File: src/rtl/pc_fetch_unit_if.sv
`default_nettype none
// ============================================================================
// Module   : pc_fetch_unit_if
// Brief    : Next-PC, instruction-memory and decode-side signals of the
//            PC fetch unit, bundled with master (fetch unit) and slave
//            (surrounding core) views.
// Revision : 1.0 - initial release
// ============================================================================
interface pc_fetch_unit_if;
    logic [31:0] npc_in;
    logic        npc_valid;
    logic        imem_req;
    logic [31:0] imem_addr;
    logic        imem_ack;
    logic [31:0] imem_rdata;
    logic [31:0] inst_out;
    logic        inst_valid;
    logic [31:0] pc_out;
    logic [31:0] pc_plus4_out;
    logic        fetch_err;
    logic [31:0] icount;

    modport master (
        input  npc_in, npc_valid, imem_ack, imem_rdata,
        output imem_req, imem_addr, inst_out, inst_valid,
               pc_out, pc_plus4_out, fetch_err, icount
    );

    modport slave (
        output npc_in, npc_valid, imem_ack, imem_rdata,
        input  imem_req, imem_addr, inst_out, inst_valid,
               pc_out, pc_plus4_out, fetch_err, icount
    );
endinterface
`default_nettype wire

File: src/rtl/pc_fetch_unit.sv
`default_nettype none
// ============================================================================
// Module   : pc_fetch_unit
// Brief    : Holds the PC, fetches the instruction at PC over req/ack, and
//            presents it to decode until the core commits the next PC.
//            Optional macro FETCH_ICOUNT_EN adds a committed-instruction count.
// Revision : 1.0 - initial release
// ============================================================================
module pc_fetch_unit #(
    parameter logic [31:0] RESET_PC = 32'h0000_0000
) (
    input  wire logic          clk,
    input  wire logic          rst,
    pc_fetch_unit_if.master    bus
);

    localparam logic [1:0] S_IDLE  = 2'd0;
    localparam logic [1:0] S_FETCH = 2'd1;
    localparam logic [1:0] S_EXEC  = 2'd2;
    localparam logic [1:0] S_HALT  = 2'd3;

    logic [1:0]  state_q, state_d;
    logic [31:0] pc_q, pc_d;
    logic [31:0] inst_q, inst_d;
    logic        inst_valid_q, inst_valid_d;
    logic        fetch_err_q, fetch_err_d;
    logic        commit;

    // State and datapath registers
    always_ff @(posedge clk) begin
        if (rst) begin
            state_q      <= S_IDLE;
            pc_q         <= RESET_PC;
            inst_q       <= 32'h0;
            inst_valid_q <= 1'b0;
            fetch_err_q  <= 1'b0;
        end else begin
            state_q      <= state_d;
            pc_q         <= pc_d;
            inst_q       <= inst_d;
            inst_valid_q <= inst_valid_d;
            fetch_err_q  <= fetch_err_d;
        end
    end

    // Next-state and datapath updates
    always_comb begin
        state_d      = state_q;
        pc_d         = pc_q;
        inst_d       = inst_q;
        inst_valid_d = inst_valid_q;
        fetch_err_d  = fetch_err_q;
        commit       = 1'b0;
        case (state_q)
            S_IDLE: begin
                state_d = S_FETCH;
            end
            S_FETCH: begin
                if (bus.imem_ack) begin
                    inst_d       = bus.imem_rdata;
                    inst_valid_d = 1'b1;
                    state_d      = S_EXEC;
                end
            end
            S_EXEC: begin
                if (bus.npc_valid) begin
                    // Misaligned target is still latched so debug can see it
                    commit       = 1'b1;
                    pc_d         = bus.npc_in;
                    inst_valid_d = 1'b0;
                    if (bus.npc_in[1:0] != 2'b00) begin
                        fetch_err_d = 1'b1;
                        state_d     = S_HALT;
                    end else begin
                        state_d     = S_FETCH;
                    end
                end
            end
            S_HALT: begin
                state_d = S_HALT;
            end
        endcase
    end

    // Outputs
    always_comb begin
        bus.imem_req = (state_q == S_FETCH);
    end

    assign bus.imem_addr    = pc_q;
    assign bus.pc_out       = pc_q;
    assign bus.pc_plus4_out = pc_q + 32'd4;
    assign bus.inst_out     = inst_q;
    assign bus.inst_valid   = inst_valid_q;
    assign bus.fetch_err    = fetch_err_q;

`ifdef FETCH_ICOUNT_EN
    logic [31:0] icount_q, icount_d;

    always_comb begin
        icount_d = commit ? (icount_q + 32'd1) : icount_q;
    end

    always_ff @(posedge clk) begin
        if (rst) begin
            icount_q <= 32'h0;
        end else begin
            icount_q <= icount_d;
        end
    end

    assign bus.icount = icount_q;
`else
    assign bus.icount = 32'h0;
`endif

endmodule
`default_nettype wire

File: src/flat_wrapper.sv
// flat-port wrapper written by rule: the top's interface ports become plain ports
module pc_fetch_unit_flat 
#(
    parameter logic [31:0] RESET_PC = 32'h0000_0000
)
  (clk, rst, bus_npc_in, bus_npc_valid, bus_imem_ack, bus_imem_rdata, bus_imem_req, bus_imem_addr, bus_inst_out, bus_inst_valid, bus_pc_out, bus_pc_plus4_out, bus_fetch_err, bus_icount);
  pc_fetch_unit_if bus_i ();
  input  wire logic clk;
  input  wire logic rst;
  input wire logic [$bits(bus_i.npc_in)-1:0] bus_npc_in;
  input wire logic [$bits(bus_i.npc_valid)-1:0] bus_npc_valid;
  input wire logic [$bits(bus_i.imem_ack)-1:0] bus_imem_ack;
  input wire logic [$bits(bus_i.imem_rdata)-1:0] bus_imem_rdata;
  output wire logic [$bits(bus_i.imem_req)-1:0] bus_imem_req;
  output wire logic [$bits(bus_i.imem_addr)-1:0] bus_imem_addr;
  output wire logic [$bits(bus_i.inst_out)-1:0] bus_inst_out;
  output wire logic [$bits(bus_i.inst_valid)-1:0] bus_inst_valid;
  output wire logic [$bits(bus_i.pc_out)-1:0] bus_pc_out;
  output wire logic [$bits(bus_i.pc_plus4_out)-1:0] bus_pc_plus4_out;
  output wire logic [$bits(bus_i.fetch_err)-1:0] bus_fetch_err;
  output wire logic [$bits(bus_i.icount)-1:0] bus_icount;
  assign bus_i.npc_in = bus_npc_in;
  assign bus_i.npc_valid = bus_npc_valid;
  assign bus_i.imem_ack = bus_imem_ack;
  assign bus_i.imem_rdata = bus_imem_rdata;
  assign bus_imem_req = bus_i.imem_req;
  assign bus_imem_addr = bus_i.imem_addr;
  assign bus_inst_out = bus_i.inst_out;
  assign bus_inst_valid = bus_i.inst_valid;
  assign bus_pc_out = bus_i.pc_out;
  assign bus_pc_plus4_out = bus_i.pc_plus4_out;
  assign bus_fetch_err = bus_i.fetch_err;
  assign bus_icount = bus_i.icount;
  pc_fetch_unit #(.RESET_PC(RESET_PC)) u_core (.clk(clk), .rst(rst), .bus(bus_i));
endmodule
File: config.mk
export PLATFORM = sky130hd
export DESIGN_NAME = pc_fetch_unit_flat
export DESIGN_NICKNAME = d
export VERILOG_FILES = /design/src/rtl/pc_fetch_unit_if.sv /design/src/rtl/pc_fetch_unit.sv /design/src/flat_wrapper.sv
export SDC_FILE = /design/constraint.sdc
export NUM_CORES = 1
export LEC_CHECK = 0
export CAP_MARGIN = 40
export CORE_MARGIN = 10
export CORE_UTILIZATION = 40
export CTS_BUF_LIST = sky130_fd_sc_hd__clkbuf_2
export CTS_CLUSTER_SIZE = 25
export DETAILED_ROUTE_END_ITERATION = 8
export MAX_ROUTING_LAYER = met4
export PLACE_DENSITY_LB_ADDON = 0.12
export SETUP_SLACK_MARGIN = 0.15
export SKIP_LAST_GASP = 1
export SYNTH_ARGS = -nofsm -noshare
export SYNTH_HDL_FRONTEND = slang
export SYNTH_SLANG_ARGS = --single-unit
File: constraint.sdc
create_clock -name clk -period 4.5 [get_ports clk]
set_clock_uncertainty 0.2 [all_clocks]
set_input_delay 1.125 -clock clk [delete_from_list [all_inputs] [get_ports clk]]
set_output_delay 1.125 -clock clk [all_outputs]
set_load 0.02 [all_outputs]
### Word-level counts from Yosys, hierarchy flattened

Cells that the tools add are included.

| storage, ports and cells | value |
|---|---|
| register bits | 68 |
| bits in latches | 0 |
| RAM bits | 0 |
| ROM bits | 0 |
| bits of input ports | 68 |
| output and inout bits | 163 |
| word-level logic and storage cells | 26 |
| memories kept | 0 |

| cells by class | value |
|---|---|
| add/subtract/negate cells | 1 |
| multipliers | 0 |
| div/mod/pow operators | 0 |
| order comparisons | 0 |
| equal/unequal tests | 5 |
| shift-type cells | 0 |
| multiplexer cells | 7 |
| bitwise logic cells | 0 |
| reduce and logical (&&, ||, !) cells | 8 |

Operators by type and width:

| operator | number |
|---|---|
| $add 32x3->32 const B | 1 |
| $pmux 2 s4 | 1 |
| $mux 2 | 3 |
| $reduce_and 2->1 | 3 |
| $reduce_and 3->1 | 2 |
| $eq 2x2->1 const B | 2 |
| $ne 2x2->1 const B | 2 |
| $reduce_bool 2->1 | 2 |
| $eq 2x1->1 const B | 1 |
| $logic_not 2->1 | 1 |
| $mux 1 | 2 |
| $pmux 1 s2 | 1 |

### Depth between registers and ports, before layout

| depth | value |
|---|---|
| depth after elaboration | 4 |
| mapped depth | 6 |
| mapped depth without buffers | 5 |

### Worst setup path before layout

OpenSTA, ideal clock, no wires.

| path | value |
|---|---|
| kind | register to output |
| start | reg u_core.pc_q[2] (netlist: u_core.bus.imem_addr[2]) |
| end | out bus_pc_plus4_out[24] |
| arrival | 1954 ps |
| data required time | 3175 ps |
| slack | 1221 ps |
| stages on the path, launching flop included | 6 |
| path buffers | 0 |
| cells stage by stage | dfxtp_1 -> ha_1 -> and4_1 -> nor4b_4 -> nand4_1 -> xnor2_1 |

| on the way | value |
|---|---|
| word-level cells in the longest chain between the ends | 1 |

Ends and longest elaborated chain:

| element | RTL line | RTL |
|---|---|---|
| start, declared | pc_fetch_unit.sv:23 | `logic [31:0] pc_q, pc_d;` |
| start signal, assigned | pc_fetch_unit.sv:39 | `pc_q <= pc_d;` |
| $add 32x3->32 | pc_fetch_unit.sv:92 | `assign bus.pc_plus4_out = pc_q + 32'd4;` |
| end, declared | flat_wrapper.sv:19 | `output wire logic [$bits(bus_i.pc_plus4_out)-1:0] bus_pc_plus4_out;` |

Every way passes these cells.

### Final worst setup path

| path | value |
|---|---|
| start | reg u_core.pc_q[3] (netlist: u_core.bus.imem_addr[3]) |
| end | out bus_pc_plus4_out[28] |

Same word-level chain as after synthesis.

==> report_table.html <==
<table>
<tr><th>Metric</th><th>Value</th></tr>
<tr><th colspan="2">Clock tree</th></tr>
<tr><td>Total CTS buffers</td><td>9</td></tr>
<tr><td>CTS clk-pin slew, worst paths</td><td>roughly 190 ps</td></tr>
<tr><td>Insertion delay of the later-clocked pin in the worst-skew pair</td><td>~460 ps</td></tr>
<tr><td>Maximum root-to-sink buffer count</td><td>2</td></tr>
<tr><td>Clk sinks</td><td>between 60 and 70</td></tr>
<tr><td>Total number of H-tree levels</td><td>3</td></tr>
<tr><td>Root Buffer</td><td>sky130_fd_sc_hd__clkbuf_2</td></tr>
<tr><td>Clock tree from TritonCTS</td><td>yes</td></tr>
<tr><th colspan="2">Yosys</th></tr>
<tr><td>Fraction of synthesized cell area in xor and xnor cells</td><td>0.0715</td></tr>
<tr><td>Yosys warning count</td><td>0</td></tr>
<tr><td>Fraction of the mapped netlist area in compound gates</td><td>0.104</td></tr>
<tr><td>Seq/Total Area, Yosys</td><td>0.397</td></tr>
<tr><td>Mapped cell area</td><td>3430 um2</td></tr>
<tr><td>Syn Area/Cell</td><td>approximately 7.7 um2</td></tr>
<tr><td>Count of unique library cells instantiated by Yosys</td><td>28</td></tr>
<tr><td>Largest family of logic cells by synthesized area</td><td>simple AND/OR/NAND/NOR gates</td></tr>
<tr><td>Top cell type by total area after synthesis</td><td>sky130_fd_sc_hd__dfxtp_1</td></tr>
<tr><td>Flip-flop and latch count after synthesis</td><td>between 60 and 70</td></tr>
<tr><td>Arithmetic-cell share of the synthesized area counting full adders, half adders and majority gates</td><td>0.00365</td></tr>
<tr><td>Post-synthesis simple-gate area fraction</td><td>0.245</td></tr>
<tr><td>Instance count of the mapped netlist</td><td>about 440</td></tr>
<tr><td>Top cells by area, synth</td><td>sky130_fd_sc_hd__dfxtp_1, sky130_fd_sc_hd__nand2_1, sky130_fd_sc_hd__buf_4, sky130_fd_sc_hd__a21oi_1, sky130_fd_sc_hd__xnor2_1</td></tr>
<tr><td>Area share of the leading cell type in the synthesized netlist</td><td>0.397</td></tr>
<tr><td>Mux contribution to synthesized area</td><td>0</td></tr>
<tr><th colspan="2">STA</th></tr>
<tr><td>Setup violators final</td><td>0</td></tr>
<tr><td>Slew Viols, Final</td><td>0</td></tr>
<tr><td>Relative slew slack</td><td>0.416</td></tr>
<tr><td>Total Negative Setup Slacks</td><td>0 ps</td></tr>
<tr><td>Final critical path time including I/O delays and setup</td><td>about 4100 ps</td></tr>
<tr><td>Unrepaired setup endpoints after global routing</td><td>false</td></tr>
<tr><td>Max Fclk</td><td>about 240 MHz</td></tr>
<tr><td>Final Hold Violating Endpoints</td><td>0</td></tr>
<tr><td>Final critical-path share of the clock period</td><td>0.916</td></tr>
<tr><td>Worst Tran Pin Value</td><td>876 ps</td></tr>
<tr><th colspan="2">Global routing</th></tr>
<tr><td>Initial antenna violation count</td><td>0</td></tr>
<tr><td>Pin count of the biggest net entering global routing</td><td>48</td></tr>
<tr><td>Global-route wire length before repair</td><td>18,700 um</td></tr>
<tr><td>Number of global-route vias before repair</td><td>roughly 3,400</td></tr>
<tr><td>Remaining global-route overflow</td><td>0</td></tr>
<tr><td>Overall Global Routing Usage</td><td>0.183</td></tr>
<tr><th colspan="2">Worst setup path</th></tr>
<tr><td>Launching element type of the critical path</td><td>register</td></tr>
<tr><td>Critical-path maximum fanout</td><td>9</td></tr>
<tr><td>Stage delay of the slowest cell on the critical path</td><td>about 630 ps</td></tr>
<tr><td>Worst Setup End Kind</td><td>primary output</td></tr>
<tr><td>Critical path class</td><td>reg2out</td></tr>
<tr><td>Critical path's top delay family</td><td>buffers and inverters</td></tr>
<tr><td>Critical-path cell list</td><td>ha_1, and4_1, nor4b_4, buf_4, nand4_1, xnor2_1, clkdlybuf4s50_1</td></tr>
<tr><td>Required @ worst endpoint</td><td>roughly 3200 ps</td></tr>
<tr><td>Arrival time at the worst endpoint</td><td>2800 ps</td></tr>
<tr><td>Cell with the largest stage delay on the worst path</td><td>sky130_fd_sc_hd__clkdlybuf4s50_1</td></tr>
<tr><td>Buffering stage count on the worst path with inverters included</td><td>2</td></tr>
<tr><th colspan="2">Cells and area</th></tr>
<tr><td>Share of the core filled with cells</td><td>0.633</td></tr>
<tr><td>Non-filler cells, final</td><td>713</td></tr>
<tr><td>Layout fillers</td><td>approximately 740</td></tr>
<tr><td>Finished layout cell area</td><td>5260 um2</td></tr>
<tr><td># nets final</td><td>roughly 670</td></tr>
<tr><td>Highest-count cells in the layout ignoring fill and taps</td><td>sky130_fd_sc_hd__clkdlybuf4s50_1, sky130_fd_sc_hd__nand2_1, sky130_fd_sc_hd__a21oi_1, sky130_fd_sc_hd__dfxtp_1, sky130_fd_sc_hd__conb_1</td></tr>
<tr><td>Share of layout cells above drive strength 1</td><td>0.0510</td></tr>
<tr><td>Most common cell after layout, fill and taps aside</td><td>sky130_fd_sc_hd__clkdlybuf4s50_1</td></tr>
<tr><td>Synth-to-Final Area Change</td><td>53.2%</td></tr>
<tr><td>ANT cells</td><td>0</td></tr>
<tr><th colspan="2">Placement</th></tr>
<tr><td>Count of buffers from port buffering</td><td>~200</td></tr>
<tr><td>Final weighted congestion in routability-driven placement</td><td>around 0.84</td></tr>
<tr><td>Number of instances in the placed design</td><td>roughly 690</td></tr>
<tr><td>Placed cell area</td><td>5120 um2</td></tr>
<tr><td>Placed wire-length estimate</td><td>9140 um</td></tr>
<tr><th colspan="2">Pwr</th></tr>
<tr><td>Leak</td><td>approximately 1.9 nW</td></tr>
<tr><td>Maximum vdd drop</td><td>about 180 uV</td></tr>
<tr><td>Power Total</td><td>1.25 mW</td></tr>
<tr><td>Areal power density over the cells</td><td>238 nW/um2</td></tr>
<tr><th colspan="2">Detailed routing</th></tr>
<tr><td>Number of remaining DRC errors</td><td>0</td></tr>
<tr><td>Iteration-0 DRC count of the detailed router</td><td>about 140</td></tr>
<tr><td>Drt pass-1 iters</td><td>4</td></tr>
<tr><td>Number of vias after detailed routing</td><td>about 3,300</td></tr>
<tr><td>Detail-routed via count per cell</td><td>between 4 and 5</td></tr>
<tr><td>WL final</td><td>between 10,000 and 15,000 um</td></tr>
<tr><td>Routed wirelength normalized by instance count</td><td>16.2 um</td></tr>
<tr><td>Number of routed nets with antenna violations</td><td>0</td></tr>
<tr><th colspan="2">Floorplan</th></tr>
<tr><td>Area of the core region</td><td>8300 um2</td></tr>
<tr><td>Area of the die</td><td>12,700 um2</td></tr>
<tr><td>Count of pins on the block boundary</td><td>between 200 and 250</td></tr>
<tr><td>Starting density of the core</td><td>0.413</td></tr>
<tr><td>Die W</td><td>about 110 um</td></tr>
<tr><td>Vertical die dimension</td><td>113 um</td></tr>
<tr><td>Number of standard-cell rows in the floorplan</td><td>33</td></tr>
<tr><th colspan="2">Run</th></tr>
<tr><td>Max cap viols</td><td>0</td></tr>
<tr><th colspan="2">Min path</th></tr>
<tr><td>Type of the most critical hold path</td><td>reg2reg</td></tr>
<tr><th colspan="2">Status</th></tr>
<tr><td>Outcome</td><td>completed</td></tr>
</table>
where the power goes:
group          switching, mW  internal (mW)  leakage, nW
clock network          0.206          0.125       0.0668
registers             0.0221          0.626        0.553
logic                  0.139          0.130         1.32
total                  0.368          0.881         1.94
worst paths after layout:
check | cells past startpoint | from | slack [ps] | end
min | 2 | u_core.bus.inst_valid | 260 | u_core.bus.inst_valid
max reg2reg | 4 | u_core.state_q[0] | 2660 | u_core.bus.imem_addr[13]
min reg2reg | 2 | u_core.bus.inst_valid | 260 | u_core.bus.inst_valid
max | 7 | u_core.bus.imem_addr[3] | 380 | bus_pc_plus4_out[28]
synth_stat cells, drive strengths merged:
cell	number
nand4	10
nor4b	1
a211oi	1
o41ai	1
ha	1
clkbuf	21
and3	3
nor2	5
nand3	16
nand2	136
or2	2
nand3b	1
a21oi	67
xnor2	24
nor3b	1
nor4	2
xor2	4
o21ai	1
conb	1
and4	2
inv	4
and2	2
dfxtp	68
nor2b	1
bufinv	1
buf	67
tightest hold or removal path: cells and delay by family, from the launching register on:
kind             cells  cell delay (ps)
flip-flops           1              340
AND/OR/NAND/NOR      1               50
AO/OA/AOI/OAI        1               50
layout make-up:
class / instances / area, um2 / area share
timing repair buffer: 206 / 2040 / 0.388
clock inverter: 6 / 55.1 / 0.0105
sequential: 68 / 1360 / 0.259
inverter: 5 / 32.5 / 0.00619
multi-input combinational: 313 / 1580 / 0.301
tap: 105 / 131 / 0.0250
clock buffer: 10 / 50.0 / 0.00952
stage by stage:
| stage | hold WS [ps] | setup slack, ps |
|---|---|---|
| after floorplan | 297 | 1220 |
| after detailed placement | 245 | 677 |
| after global routing | 281 | 153 |
| after CTS | 268 | 269 |
| after global placement | 237 | 730 |
| final | 264 | 380 |
logic make-up after synthesis:
| kind of cell | count (synthesis) |
|---|---|
| flip-flops | 68 |
| AND/OR/NAND/NOR | 182 |
| XOR/XNOR | 28 |
| buffers and inverters | 93 |
| adder cells (fa/ha/maj) | 1 |
| other | 1 |
| AO/OA/AOI/OAI | 70 |
flip-flops by register name, summed over array words and instances (netlist names):
| signal | flops |
|---|---|
| u_core.bus.imem_addr | 32 |
| u_core.state_q | 2 |
| u_core.bus.inst_out | 32 |
| u_core.bus.fetch_err | 1 |
| u_core.bus.inst_valid | 1 |
metal layers:
layer / wire (um) / global-route usage
met1: 4580 / 0.195
met2: 5610 / 0.299
met3: 1210 / 0.0831
met4: 146 / 0.0567
met5: 0 / -
repair_timing:
action / 4_1_cts / 5_1_grt
pin swaps: 0 / 2
hold endpoints to repair: 0 / 0
buffers inserted: 2 / 1
hold buffers: 0 / 0
setup endpoints to repair: 8 / 14
resized for setup: 0 / 3
gates cloned: 0 / 0
No activity file was read; power rests on OpenSTA's default activity.
